`src/rtl/psum_pkg.sv`:
```
// Shared definitions for the partial-sum buffer sequencer.
package psum_pkg;

    // Row sequencing states, in the order a row walks through them.
    typedef enum logic [2:0] {
        PSUM_ST_IDLE  = 3'd0,
        PSUM_ST_INIT  = 3'd1,
        PSUM_ST_ACCUM = 3'd2,
        PSUM_ST_FLUSH = 3'd3,
        PSUM_ST_DRAIN = 3'd4,
        PSUM_ST_DONE  = 3'd5
    } psum_state_e;

    // Adder-tree latency between an accumulate strobe and the FIFO write.
    localparam int PSUM_PIPE_LAT = 3;

    // Depth of the psum FIFO; the element counters must be able to reach it.
    localparam int PSUM_FIFO_DEPTH = 61;

endpackage

```
`src/rtl/psum_ctrl.sv`:
```
// Sequencer for the conv-kernel partial-sum buffer: zero-fills the FIFO,
// runs the accumulation passes, then drains the final sums downstream.
module psum_ctrl
    import psum_pkg::*;
#(
    parameter int ADDR_W   = 8,
    parameter int PASS_W   = 8,
    parameter int PIPE_LAT = PSUM_PIPE_LAT
) (
    input  logic              clk,
    input  logic              rst_n,
    input  logic              start,
    input  logic              abort,
    input  logic [ADDR_W-1:0] cfg_row_len,
    input  logic [PASS_W-1:0] cfg_passes,
    input  logic              pe_valid,
    output logic              pe_ready,
    input  logic              out_ready,
    output logic              p_init,
    output logic              p_valid_data,
    output logic              p_write_zero,
    output logic              odd_cnt,
    output logic              busy,
    output logic              done
);

    // Flush counter is at least 2 bits wide, wider only for long adder trees.
    localparam int LAT_W = (PIPE_LAT > 4) ? $clog2(PIPE_LAT) : 2;
    localparam logic [LAT_W-1:0] LAT_LAST = LAT_W'(PIPE_LAT - 1);

    psum_state_e       state;
    logic [ADDR_W-1:0] row_len;
    logic [ADDR_W-1:0] elem_cnt;
    logic [PASS_W-1:0] passes;
    logic [PASS_W-1:0] pass_cnt;
    logic [LAT_W-1:0]  lat_cnt;
    logic              odd_q;
    logic              elem_last;
    logic              pass_last;

    assign elem_last = (elem_cnt == (row_len - ADDR_W'(1)));
    assign pass_last = (pass_cnt == (passes - PASS_W'(1)));

    // Row FSM and its element / pass / flush counters.
    always_ff @(posedge clk or negedge rst_n) begin
        if (!rst_n) begin
            state    <= PSUM_ST_IDLE;
            row_len  <= '0;
            passes   <= '0;
            elem_cnt <= '0;
            pass_cnt <= '0;
            lat_cnt  <= '0;
            odd_q    <= 1'b0;
        end else if (abort) begin
            // Abort returns to a clean idle; the next row re-inits the FIFO anyway.
            state    <= PSUM_ST_IDLE;
            elem_cnt <= '0;
            pass_cnt <= '0;
            lat_cnt  <= '0;
            odd_q    <= 1'b0;
        end else begin
            case (state)
                PSUM_ST_IDLE: begin
                    if (start) begin
                        row_len  <= cfg_row_len;
                        // Zero passes would never reach the drain; run one instead.
                        passes   <= (cfg_passes == '0) ? PASS_W'(1) : cfg_passes;
                        elem_cnt <= '0;
                        pass_cnt <= '0;
                        lat_cnt  <= '0;
                        odd_q    <= 1'b0;
                        state    <= (cfg_row_len == '0) ? PSUM_ST_DONE : PSUM_ST_INIT;
                    end
                end
                PSUM_ST_INIT: begin
                    if (elem_last) begin
                        elem_cnt <= '0;
                        state    <= PSUM_ST_ACCUM;
                    end else begin
                        elem_cnt <= elem_cnt + ADDR_W'(1);
                    end
                end
                PSUM_ST_ACCUM: begin
                    if (pe_valid) begin
                        if (elem_last) begin
                            elem_cnt <= '0;
                            lat_cnt  <= '0;
                            state    <= PSUM_ST_FLUSH;
                        end else begin
                            elem_cnt <= elem_cnt + ADDR_W'(1);
                        end
                    end
                end
                PSUM_ST_FLUSH: begin
                    // Wait out the adder tree so the last sum lands before it is re-read.
                    if (lat_cnt == LAT_LAST) begin
                        lat_cnt <= '0;
                        if (pass_last) begin
                            state <= PSUM_ST_DRAIN;
                        end else begin
                            pass_cnt <= pass_cnt + PASS_W'(1);
                            odd_q    <= ~odd_q;
                            state    <= PSUM_ST_ACCUM;
                        end
                    end else begin
                        lat_cnt <= lat_cnt + LAT_W'(1);
                    end
                end
                PSUM_ST_DRAIN: begin
                    if (out_ready) begin
                        if (elem_last) begin
                            elem_cnt <= '0;
                            state    <= PSUM_ST_DONE;
                        end else begin
                            elem_cnt <= elem_cnt + ADDR_W'(1);
                        end
                    end
                end
                PSUM_ST_DONE: begin
                    state <= PSUM_ST_IDLE;
                end
                default: begin
                    state <= PSUM_ST_IDLE;
                end
            endcase
        end
    end

    // Strobes decode the state register; the data handshakes pass straight
    // through so the buffer sees them in the same cycle, and abort blanks them.
    assign pe_ready     = (state == PSUM_ST_ACCUM);
    assign p_init       = (state == PSUM_ST_INIT)  && !abort;
    assign p_valid_data = (state == PSUM_ST_ACCUM) && pe_valid  && !abort;
    assign p_write_zero = (state == PSUM_ST_DRAIN) && out_ready && !abort;
    assign odd_cnt      = odd_q;
    assign busy         = (state != PSUM_ST_IDLE);
    assign done         = (state == PSUM_ST_DONE)  && !abort;

    // The buffer can only perform one kind of access per cycle.
    always @(posedge clk) begin
        if (rst_n) begin
            assert ($onehot0({p_init, p_valid_data, p_write_zero}));
        end
    end

endmodule
```
`config.mk`:
```
export PLATFORM = sky130hd
export DESIGN_NAME = psum_ctrl
export DESIGN_NICKNAME = d
export VERILOG_FILES = /design/src/rtl/psum_pkg.sv /design/src/rtl/psum_ctrl.sv
export SDC_FILE = /design/constraint.sdc
export NUM_CORES = 1
export LEC_CHECK = 0
export CAP_MARGIN = 5
export CELL_PAD_IN_SITES_DETAIL_PLACEMENT = 0
export CELL_PAD_IN_SITES_GLOBAL_PLACEMENT = 1
export CORE_UTILIZATION = 39
export DETAILED_ROUTE_END_ITERATION = 8
export MAX_ROUTING_LAYER = met4
export PLACE_DENSITY_LB_ADDON = 0.1
export SYNTH_ARGS = -nofsm -noshare
export SYNTH_HDL_FRONTEND = slang
export SYNTH_SLANG_ARGS = --single-unit
```
`constraint.sdc`:
```
create_clock -name clk -period 2.4 [get_ports clk]
set_clock_uncertainty 0.2 [all_clocks]
set_input_delay 0.48 -clock clk [delete_from_list [all_inputs] [get_ports clk]]
set_output_delay 0.48 -clock clk [all_outputs]
set_load 0.1 [all_outputs]
```
Word-level counts from Yosys, hierarchy flattened
Index checks and enable logic that the tools add are counted.
{"block": "word_totals", "out_inout_bits": 7, "elab_cells": 82, "ff_bits": 38, "input_bits": 22}
{"block": "op_classes", "n_eq_ne": 16, "mux": 33, "reduce_logical": 19, "addsub": 5, "bitwise_logic": 2}
{"operator": "8-bit 2-to-1 mux", "count": 9}
{"operator": "8-bit case mux with 4 select lines", "count": 1}
{"operator": "3-bit 2-to-1 mux", "count": 10}
{"operator": "3-bit != test (second input constant)", "count": 7}
{"operator": "8-bit by 1-bit adder with 8-bit output (second input constant)", "count": 2}
{"operator": "8-bit equality test", "count": 2}
{"operator": "8-bit zero test", "count": 2}
{"operator": "8-bit case mux with 2 select lines", "count": 1}
{"operator": "8-bit by 1-bit subtractor with 8-bit output (second input constant)", "count": 2}
{"operator": "3-bit case mux with 5 select lines", "count": 1}
{"operator": "4-bit AND reduction", "count": 3}
{"operator": "2-bit 2-to-1 mux", "count": 5}
{"operator": "7-bit AND reduction", "count": 1}
{"operator": "3-bit by 2-bit equality test with 1-bit output (second input constant)", "count": 2}
{"operator": "3-bit equality test (second input constant)", "count": 2}
{"operator": "1-bit logical AND", "count": 6}
{"operator": "2-bit case mux with 3 select lines", "count": 1}
{"operator": "3-bit nonzero test", "count": 2}
{"operator": "5-bit nonzero test", "count": 1}
{"operator": "1-bit 2-to-1 mux", "count": 4}
{"operator": "4-bit nonzero test", "count": 1}
{"operator": "3-bit by 1-bit equality test with 1-bit output (second input constant)", "count": 1}
{"operator": "3-bit zero test", "count": 1}
{"operator": "3-bit by 2-bit != test with 1-bit output (second input constant)", "count": 1}
{"operator": "other kinds (6)", "count": 7}

Depth between registers and ports, before layout
Gate-level depths: netlist (run 1).
{"block": "logic_depth", "ltp_word": 6, "ltp_mapped": 9}

Worst setup path before layout (run 1)
Ideal clock, no wire load.
{"block": "synth_path", "path_kind": "input to output", "from": "input port abort", "to": "output port p_init", "setup_slack_ps": -1205, "required_ps": 1720, "arrival_time_ps": 2925, "path_stages": 3, "cell_sequence": "clkbuf_1 > clkbuf_1 > nor3_1"}
{"block": "synth_between", "elab_chain_len": 2}
{"element": "start: declaration", "line": "psum_ctrl.sv:13", "source": "input logic abort,"}
{"element": "1-bit zero test", "line": "psum_ctrl.sv:132", "source": "assign p_init = (state == PSUM_ST_INIT) && !abort;"}
{"element": "1-bit logical AND", "line": "psum_ctrl.sv:132"}
{"element": "end: declaration", "line": "psum_ctrl.sv:19", "source": "output logic p_init,"}
No other way between the ends.

Worst setup path in the final report (run 1)
{"block": "layout_path", "from": "register row_len[0]", "to": "register lat_cnt[0]"}
{"block": "layout_between", "elab_chain_len": 4}
{"element": "start: declaration", "line": "psum_ctrl.sv:32", "source": "logic [ADDR_W-1:0] row_len;"}
{"element": "start signal: assignment", "line": "psum_ctrl.sv:65", "source": "row_len <= cfg_row_len;"}
{"element": "8-bit by 1-bit subtractor with 8-bit output", "line": "psum_ctrl.sv:41", "source": "assign elem_last = (elem_cnt == (row_len - ADDR_W'(1)));"}
{"element": "8-bit equality test", "line": "psum_ctrl.sv:41"}
{"element": "3-bit by 2-bit != test with 1-bit output (no source line)"}
{"element": "4-bit AND reduction (no source line)"}
{"element": "end signal: assignment", "line": "psum_ctrl.sv:106", "source": "lat_cnt <= lat_cnt + LAT_W'(1);"}
{"element": "end: declaration", "line": "psum_ctrl.sv:36", "source": "logic [LAT_W-1:0] lat_cnt;"}
No other way between the ends.
A chain may end at the register's enable or synchronous reset.

==> results of run 1 <==
-- repair_timing --
action,CTS,global route
gates resized for setup,5,31
buffers inserted,0,4
hold buffers,0,0
endpoints found under the setup margin,9,22
pin swaps,2,12
cloned,1,0
-- registers in the layout, indices dropped and copies added, names as in the netlist --
register  flops
odd_cnt       1
pass_cnt      8
lat_cnt       2
elem_cnt      8
row_len       8
state         3
passes        8
-- critical path, cell delays in order, from the launching register on --
cell,delay (ns)
dfrtp_1,0.41
buf_6,0.13
or4_4,0.55
o221ai_2,0.20
nand2_2,0.10
o2111ai_4,0.32
buf_4,0.20
nand2_2,0.06
a31oi_1,0.17
-- cell usage in the layout, fill, tap and decap left out, types with 3 or more instances in the layout --
master	count
nand4_1	3
o21ai_0	4
a21oi_1	7
mux2_2	15
buf_12	7
nand2b_1	3
a31oi_1	8
clkbuf_8	6
nor3_1	14
buf_6	5
nand3_1	9
or3_1	6
nor4_1	4
buf_4	40
dfrtp_1	37
o221ai_1	3
inv_1	17
and3_1	5
nor2b_1	3
xnor2_1	17
and3b_1	3
nor2_1	12
ha_1	3
clkdlybuf4s50_1	19
mux2i_1	6
or2_2	3
o21ai_2	3
nand2_1	20
-- cells by family after synthesis --
kind of cell | count (synthesis) | synth area share [%]
XOR/XNOR | 19 | 6.587
AO/OA/AOI/OAI | 54 | 16.69
adder cells (fa/ha/maj) | 4 | 1.981
multiplexers | 21 | 9.064
AND/OR/NAND/NOR | 108 | 23.43
buffers and inverters | 26 | 4.606
flip-flops | 38 | 37.64
-- power groups by stage --
stage	Sequential, uW	Combinational (uW)	Clock (uW)
final	1070	2220	471
after detailed placement	1060	1940	0
after global placement	1050	1930	0
after CTS	1050	2040	484
after floorplan	1020	1270	0
after global routing	1110	2420	505
-- how the worst max path moves through the flow --
stage                     startpoint           to  slack [ns]
after floorplan                abort       p_init       -0.36
after global placement         start  pass_cnt[7]       -0.25
after detailed placement       start  pass_cnt[7]       -0.26
after CTS                 row_len[0]   lat_cnt[0]       -0.02
after global routing      row_len[0]  elem_cnt[5]       -0.15
final                     row_len[0]   lat_cnt[0]       -0.01
-- metrics by stage --
stage,hold slack (ns),cell area (sq um)
2_1_floorplan,-0.01559,2545
3_5_place_dp,0.2967,3243
5_1_grt,0.09633,3570
3_3_place_gp,0.2618,3243
4_1_cts,0.05721,3390
6_report,0.03638,3570
-- cell type report --
type | instances | area [sq um]
clock inverters | 2 | 12.51
inverters | 18 | 67.56
clock buffers | 6 | 82.58
multi-input cells | 207 | 1657
fillers | 550 | 2526
flip-flops and latches | 38 | 952.2
repair buffers | 73 | 704.4
well taps | 75 | 93.84
-- metal layers --
| layer | track usage, % | up-vias | wire, microns |
|---|---|---|---|
| li1 | - | 1149 | - |
| met1 | 29.48 | 1078 | 3368 |
| met2 | 31.74 | 43 | 2827 |
| met3 | 3.407 | 4 | 211 |
| met4 | 5.088 | 0 | 40 |
| met5 | - | - | 0 |
==> impl_metrics.yaml, run 1 <==
outcome:
  status: "finished, violations left"
  violations: "setup timing"
worst_hold_path:
  min_path_type: "in -> async"
yosys:
  synth_area_leaders: "dfrtp_1 (38%), mux2_2 (6.7%), xnor2_1 (5.9%), nand2_1 (3.3%), nor3_1 (3.2%)"
  postSynth.asyncResetShare_pct: 100.0
  synthesis.nets: 296
  synth_cell_types: 55
  syn_inst: 270
  synth.top_cell.area_share_pct: 37.64
  syn_area_per_cell_sq_um: 9.356
  syn_area_sq_um: 2526
  synth_commonest_cells: "dfrtp_1 (38), nand2_1 (22), inv_1 (18), xnor2_1 (17), nor3_1 (16)"
  yosysSeqAreaShare_pct: 37.64
  ys_warn_count: 0
  synthFlopType: "dfrtp_1"
  synth_top_area_cell: "dfrtp_1"
  ys_ff_latch: 38
  synth_most_common_cell: "dfrtp_1"
  synth-edff-count: 0
global_route:
  grt_antenna_before_repair: 0
  grt_max_degree: 39
  grt_pass1_wl_microns: 10620
  gr-total-overflow: 0
  grt_util_all_layers_pct: 21.10
  grt_pass1_vias: 2156
floorplanning:
  die_w_microns: 82.48
  die_h_microns: 82.48
  die_area_sq_um: 6803
  ios: 29
  fp.coreArea_sq_um: 6096
  rows: 28
  initial_core_util_pct: 41.44
layout:
  drive_gt1_share_pct: 34.01
  fin_cells: 419
  nets: 369
  utilization_pct: 58.56
  diodes: 0
  synthToLayoutAreaGrowth_pct: 41.31
worst_setup_path:
  worst_ep_required_time_ns: 2.41
  startpoint_type: "flop"
  critical_path_class: "reg -> reg"
  reg2reg_slack_ns: -0.01
  cp.arrival_ns: 2.42
  reg2reg_from: "row_len[0]"
  rr_endpoint: "lat_cnt[0]"
  cp_max_fo: 5
  r2r_cells: 8
  cp-end-kind: "flop"
sta:
  finalSetupViolCount: 4
  hold_viol_final: 0
  finalSetupTns_ns: -0.03217
  tightestPinTransition_ns: 0.6116
  min_period_ns: 2.411
  post-route-period-util_pct: 100.4
  slew_headroom_pct: 58.58
  max_clock_freq_mhz: 414.8
  drv_slew: 0
  grt_setup_unrepaired: "true"
  timing.final.ws_setup_ns: -0.01077
power:
  p_comb_share_pct: 59.1
  power_frac_seq_pct: 28.4
  peakVddDrop_mv: 0.8913
  clkPwrFrac_pct: 12.5
  p_leak_uw: 0.001471
  total_power_uw: 3761
  power_density_nw_per_um2: 1053
  p_switching_uw: 1610
  p_int_uw: 2151
  swShare_pct: 42.80
clock_network:
  clockRootBuffer: "clkbuf_8"
  clk_path_buf_depth: 2
  clock_latency_ns: 0.29
  cts_tree: "yes"
  cts_sinks: 38
  cts_buffers: 5
  cts_htree_levels: 2
  clkTransAtPathRegs_ns: 0.08
drt:
  vias: 2274
  drcViolationCount: 0
  ant_nets: 0
  wl_microns: 6447
  wire_per_inst_microns: 15.39
  drtPass1Iterations: 4
  vias_per_cell: 5.427
  drt_iter0_drc: 71
run:
  cap_violations: 0
placement:
  routabilityCongestion: 0.8860
  port_buffers: 28
  placed_cells_incl_taps: 406
  dp_hpwl_microns: 4696
  dp_slack_ns: -0.2640
No activity file was read; power rests on OpenSTA's default activity.
==> run 2: changes to the inputs <==
--- a/config.mk
+++ b/config.mk
@@ -9,9 +9,11 @@
 export CELL_PAD_IN_SITES_DETAIL_PLACEMENT = 0
 export CELL_PAD_IN_SITES_GLOBAL_PLACEMENT = 1
 export CORE_UTILIZATION = 39
+export CTS_CLUSTER_SIZE = 8
 export DETAILED_ROUTE_END_ITERATION = 8
 export MAX_ROUTING_LAYER = met4
 export PLACE_DENSITY_LB_ADDON = 0.1
+export SETUP_SLACK_MARGIN = 0.3
 export SYNTH_ARGS = -nofsm -noshare
 export SYNTH_HDL_FRONTEND = slang
 export SYNTH_SLANG_ARGS = --single-unit
==> constraint.sdc (replaced) <==
create_clock -name clk -period 2.4 [get_ports clk]
set_clock_uncertainty 0.2 [all_clocks]
set_input_delay 0.48 -clock clk [delete_from_list [all_inputs] [get_ports clk]]
set_output_delay 0.48 -clock clk [all_outputs]
set_load 0.05 [all_outputs]
==> impl_metrics.yaml, run 2 (same netlist as run 1, synthesis figures left out) <==
outcome:
  status: "complete, no violations"
clock_network:
  cts_sinks: 38
  clk_path_buf_depth: 2
  cts_tree: "yes"
  clkTransAtPathRegs_ns: 0.07
  cts_buffers: 5
  clockRootBuffer: "clkbuf_8"
  cts_htree_levels: 2
  clock_latency_ns: 0.28
sta:
  slew_headroom_pct: 55.06
  grt_setup_unrepaired: "true"
  hold_viol_final: 0
  tightestPinTransition_ns: 0.6656
  max_clock_freq_mhz: 424.7
  min_period_ns: 2.354
  hold_slack_ns: 0.04698
  post-route-period-util_pct: 98.10
  drv_slew: 0
  finalSetupViolCount: 0
worst_setup_path:
  reg2reg_from: "elem_cnt[7]"
  rr_endpoint: "state[0]"
  cp.arrival_ns: 2.34
  critical_path_class: "reg -> reg"
  reg2reg_slack_ns: 0.05
  startpoint_type: "flop"
  cp-end-kind: "flop"
  worst_ep_required_time_ns: 2.39
  r2r_cells: 6
  cp_max_fo: 5
layout:
  final_cell_mix: "buf_4 (54), dfrtp_1 (35), nand2_1 (20), clkdlybuf4s50_1 (18)"
  multiInputGateArea_sq_um: 1788
  synthToLayoutAreaGrowth_pct: 51.61
  layout_commonest_cell: "buf_4"
  seqCellArea_sq_um: 954.7
  nets: 386
  drive_gt1_share_pct: 41.78
  diodes: 0
  fillers: 530
global_route:
  grt_max_degree: 39
  grt_pass1_wl_microns: 10960
  gr-total-overflow: 0
  grt_util_all_layers_pct: 22.09
  grt_pass1_vias: 2276
  grt_antenna_before_repair: 0
power:
  peakVddDrop_mv: 0.6054
  total_power_uw: 4080
  p_leak_uw: 0.001585
  power_density_nw_per_um2: 1065
placement:
  routabilityCongestion: 0.8549
  dp_hpwl_microns: 4690
  port_buffers: 28
drt:
  wire_per_inst_microns: 15.93
  vias: 2385
  drtPass1Iterations: 4
  wl_microns: 6912
  drcViolationCount: 0
  ant_nets: 0
  drt_iter0_drc: 98
  vias_per_cell: 5.495
floorplanning:
  rows: 28
  die_area_sq_um: 6803
  die_w_microns: 82.48
  initial_core_util_pct: 41.44
  ios: 29
  fp.coreArea_sq_um: 6096
  die_h_microns: 82.48
worst_hold_path:
  min_path_type: "in -> async"
run:
  cap_violations: 0
==> run 2: cell types whose count changed in the layout (fill, tap and decap cells not counted), sizes merged <==
cell           before  now
clkinvlp            1    0
clkbuf              6    7
dlygate4sd2         0    2
clkinv              1    0
dlymetal6s2s        1    0
buf                53   69
clkdlybuf4s50      19   18
==> run 2: what timing repair did <==
| action | in CTS | in global routing |
|---|---|---|
| hold buffers | 0 | 0 |
| setup buffers | 13 | 10 |
| pin swaps | 14 | 14 |
| gates resized for setup | 35 | 33 |
| setup endpoints to repair | 29 | 26 |
| cloned | 1 | 0 |
==> run 2: worst max-delay path by stage <==
| stage | slack (ns) | startpoint | depth (start not counted) | to |
|---|---|---|---|---|
| global placement | -0.26 | start | 7 | pass_cnt[7] |
| CTS | 0.06 | row_len[1] | 8 | state[0] |
| detailed placement | -0.33 | start | 7 | pass_cnt[4] |
| floorplan | 0.19 | abort | 3 | p_init |
| finish | 0.05 | elem_cnt[7] | 6 | state[0] |
| global route | -0.04 | elem_cnt[7] | 6 | state[0] |
==> run 2: critical path: stages, from the launching register on <==
cell       delay [ns]
dfrtp_2          0.44
xnor2_2          0.17
or3_4            0.35
nor4_4           0.36
o2111ai_4        0.25
a21oi_4          0.24
mux2i_1          0.25
==> run 2: power breakdown <==
group | leakage (uW) | switching [uW] | total, uW | internal [uW]
clock network | 0.0000431 | 217 | 439 | 222
registers | 0.000486 | 211 | 1030 | 824
logic | 0.00106 | 1230 | 2610 | 1380
==> run 2: cell type report <==
| class | instances | area share [%] |
|---|---|---|
| multi-input combinational | 207 | 46.68 |
| tap | 75 | 2.450 |
| inverter | 18 | 1.829 |
| sequential | 38 | 24.93 |
| clock buffer | 6 | 2.156 |
| timing repair buffer | 90 | 21.95 |
==> run 2: stage by stage <==
step                setup slack (ns)  util [%]  std cells  TNS [ns]  area (sq um)
finish                       0.04556     62.83        434         0          3830
global route                -0.03963     62.83        434   -0.1445          3830
CTS                          0.06350     58.95        424         0          3593
detailed placement           -0.3304     53.59        404    -2.483          3267
global placement             -0.2628     53.59        404    -2.061          3267
floorplan                     0.1894         -        270         0          2582
==> run 2: metal layers <==
| layer | up-vias | part of all wire (%) | GRT usage, % | wire (microns) |
|---|---|---|---|---|
| li1 | 1185 | - | - | - |
| met1 | 1154 | 49 | 29.30 | 3409 |
| met2 | 41 | 47 | 35.04 | 3239 |
| met3 | 5 | 3.1 | 3.626 | 216 |
| met4 | 0 | 0.67 | 5.439 | 46 |
| met5 | - | 0 | - | 0 |
==> run 3: changes to the inputs <==
--- a/config.mk
+++ b/config.mk
@@ -11,8 +11,9 @@
 export CORE_UTILIZATION = 39
 export CTS_CLUSTER_SIZE = 8
 export DETAILED_ROUTE_END_ITERATION = 8
+export GPL_ROUTABILITY_DRIVEN = 0
 export MAX_ROUTING_LAYER = met4
-export PLACE_DENSITY_LB_ADDON = 0.1
+export PLACE_DENSITY = 0.72
 export SETUP_SLACK_MARGIN = 0.3
 export SYNTH_ARGS = -nofsm -noshare
 export SYNTH_HDL_FRONTEND = slang
==> impl_metrics.yaml, run 3 (same netlist as run 1, synthesis figures left out) <==
drt:
  vias_per_cell: 5.530
  wl_microns: 6458
  drcViolationCount: 0
  drt_iter0_drc: 111
  wire_per_inst_microns: 15.41
  ant_nets: 0
  drtPass1Iterations: 4
  vias: 2317
clock_network:
  clock_latency_ns: 0.29
  cts_htree_levels: 2
  cts_sinks: 38
  cts_buffers: 5
  clkTransAtPathRegs_ns: 0.08
  clockRootBuffer: "clkbuf_8"
  cts_hold_buf: 0
  clk_path_buf_depth: 2
  cts_tree: "yes"
sta:
  min_period_ns: 2.310
  tightestPinTransition_ns: 0.6282
  finalSetupViolCount: 0
  hold_slack_ns: 0.05293
  hold_viol_final: 0
  post-route-period-util_pct: 96.24
  drv_slew: 0
  slew_headroom_pct: 57.59
  timing.final.ws_setup_ns: 0.09015
  grt_setup_unrepaired: "true"
  max_clock_freq_mhz: 432.9
worst_setup_path:
  crit_chain: "inv_1 -> ha_2 -> nor2b_1 -> or3_4 -> a31oi_4 -> o2111ai_4 -> a21oi_4 -> mux2i_1"
  cp.arrival_ns: 2.32
  cpPeakStageDelay_ns: 0.41
  reg2reg_slack_ns: 0.09
  critical_path_class: "reg -> reg"
  cp_max_fo: 6
  worst_ep_required_time_ns: 2.41
  crit_slowest_cell: "dfrtp_1"
  startpoint_type: "flop"
  crit_buf_inv: 1
  cp-end-kind: "flop"
  crit_family: "compound AO/OA/AOI/OAI gates"
layout:
  drive_gt1_share_pct: 36.92
  synthToLayoutAreaGrowth_pct: 45.02
  layout_commonest_cell: "buf_4"
  final_area_sq_um: 3664
  nets: 370
  final_cell_mix: "buf_4 (39), dfrtp_1 (38), nand2_1 (21), clkdlybuf4s50_1 (18)"
  diodes: 0
floorplanning:
  die_w_microns: 82.48
  ios: 29
  fp.coreArea_sq_um: 6096
  die_area_sq_um: 6803
  die_h_microns: 82.48
  rows: 28
  initial_core_util_pct: 41.44
global_route:
  grt_pass1_wl_microns: 10870
  gr-total-overflow: 0
  grt_util_all_layers_pct: 21.57
  grt_pass1_vias: 2250
  grt_antenna_before_repair: 0
  grt_max_degree: 39
outcome:
  status: "complete, no violations"
power:
  peakVddDrop_mv: 0.6643
  power_density_nw_per_um2: 1072
  p_leak_uw: 0.001491
  total_power_uw: 3926
placement:
  dp_hpwl_microns: 4555
  port_buffers: 28
  dp_slack_ns: -0.2595
  placed_area_sq_um: 3237
run:
  cap_violations: 0
worst_hold_path:
  min_path_type: "in -> async"
[run 3: stage by stage]
step / cells / TNS [ns] / util (%)
2_1_floorplan: 270 / 0 / -
3_3_place_gp: 400 / -1.875 / 53.10
3_5_place_dp: 400 / -1.970 / 53.10
4_1_cts: 414 / 0 / 58.46
5_1_grt: 419 / -0.04280 / 60.10
6_report: 419 / 0 / 60.10
[run 3: where the power goes]
group | total (uW) | switching, uW | internal, uW
combinational | 2330 | 1130 | 1200
sequential | 1040 | 216 | 822
clock | 555 | 223 | 333
total | 3930 | 1570 | 2360
[run 3: final timing paths]
kind / cells after the start / endpoint / start
setup / recovery: 8 / state[2] / row_len[1]
hold / removal: 2 / passes[7] / rst_n
setup reg to reg: 8 / state[2] / row_len[1]
hold reg to reg: 1 / odd_cnt / odd_cnt
max in group asynchronous: 2 / elem_cnt[6] / rst_n
min in group clk: 1 / odd_cnt / odd_cnt
[run 3: timing repair]
| action | CTS | global route |
|---|---|---|
| setup endpoints to repair | 29 | 28 |
| gates resized for setup | 33 | 13 |
| pin swaps | 15 | 8 |
| cloned | 1 | 0 |
| setup buffers | 6 | 5 |
[run 3: layout make-up]
class,count,area [sq um]
tap,75,93.84
clock buffer,6,82.58
sequential,38,950.9
clock inverter,1,30.03
fill,538,2432
timing repair buffer,74,720.7
inverter,18,67.56
multi-input combinational,207,1718
[run 3: layer usage]
layer  global-route usage, %  vias to the layer above  wire length, microns
li1                        -                     1155                     -
met1                   29.74                     1117                  3291
met2                   33.47                       38                  2889
met3                   3.407                        7                   222
met4                   4.211                        0                    54
met5                       -                        -                     0
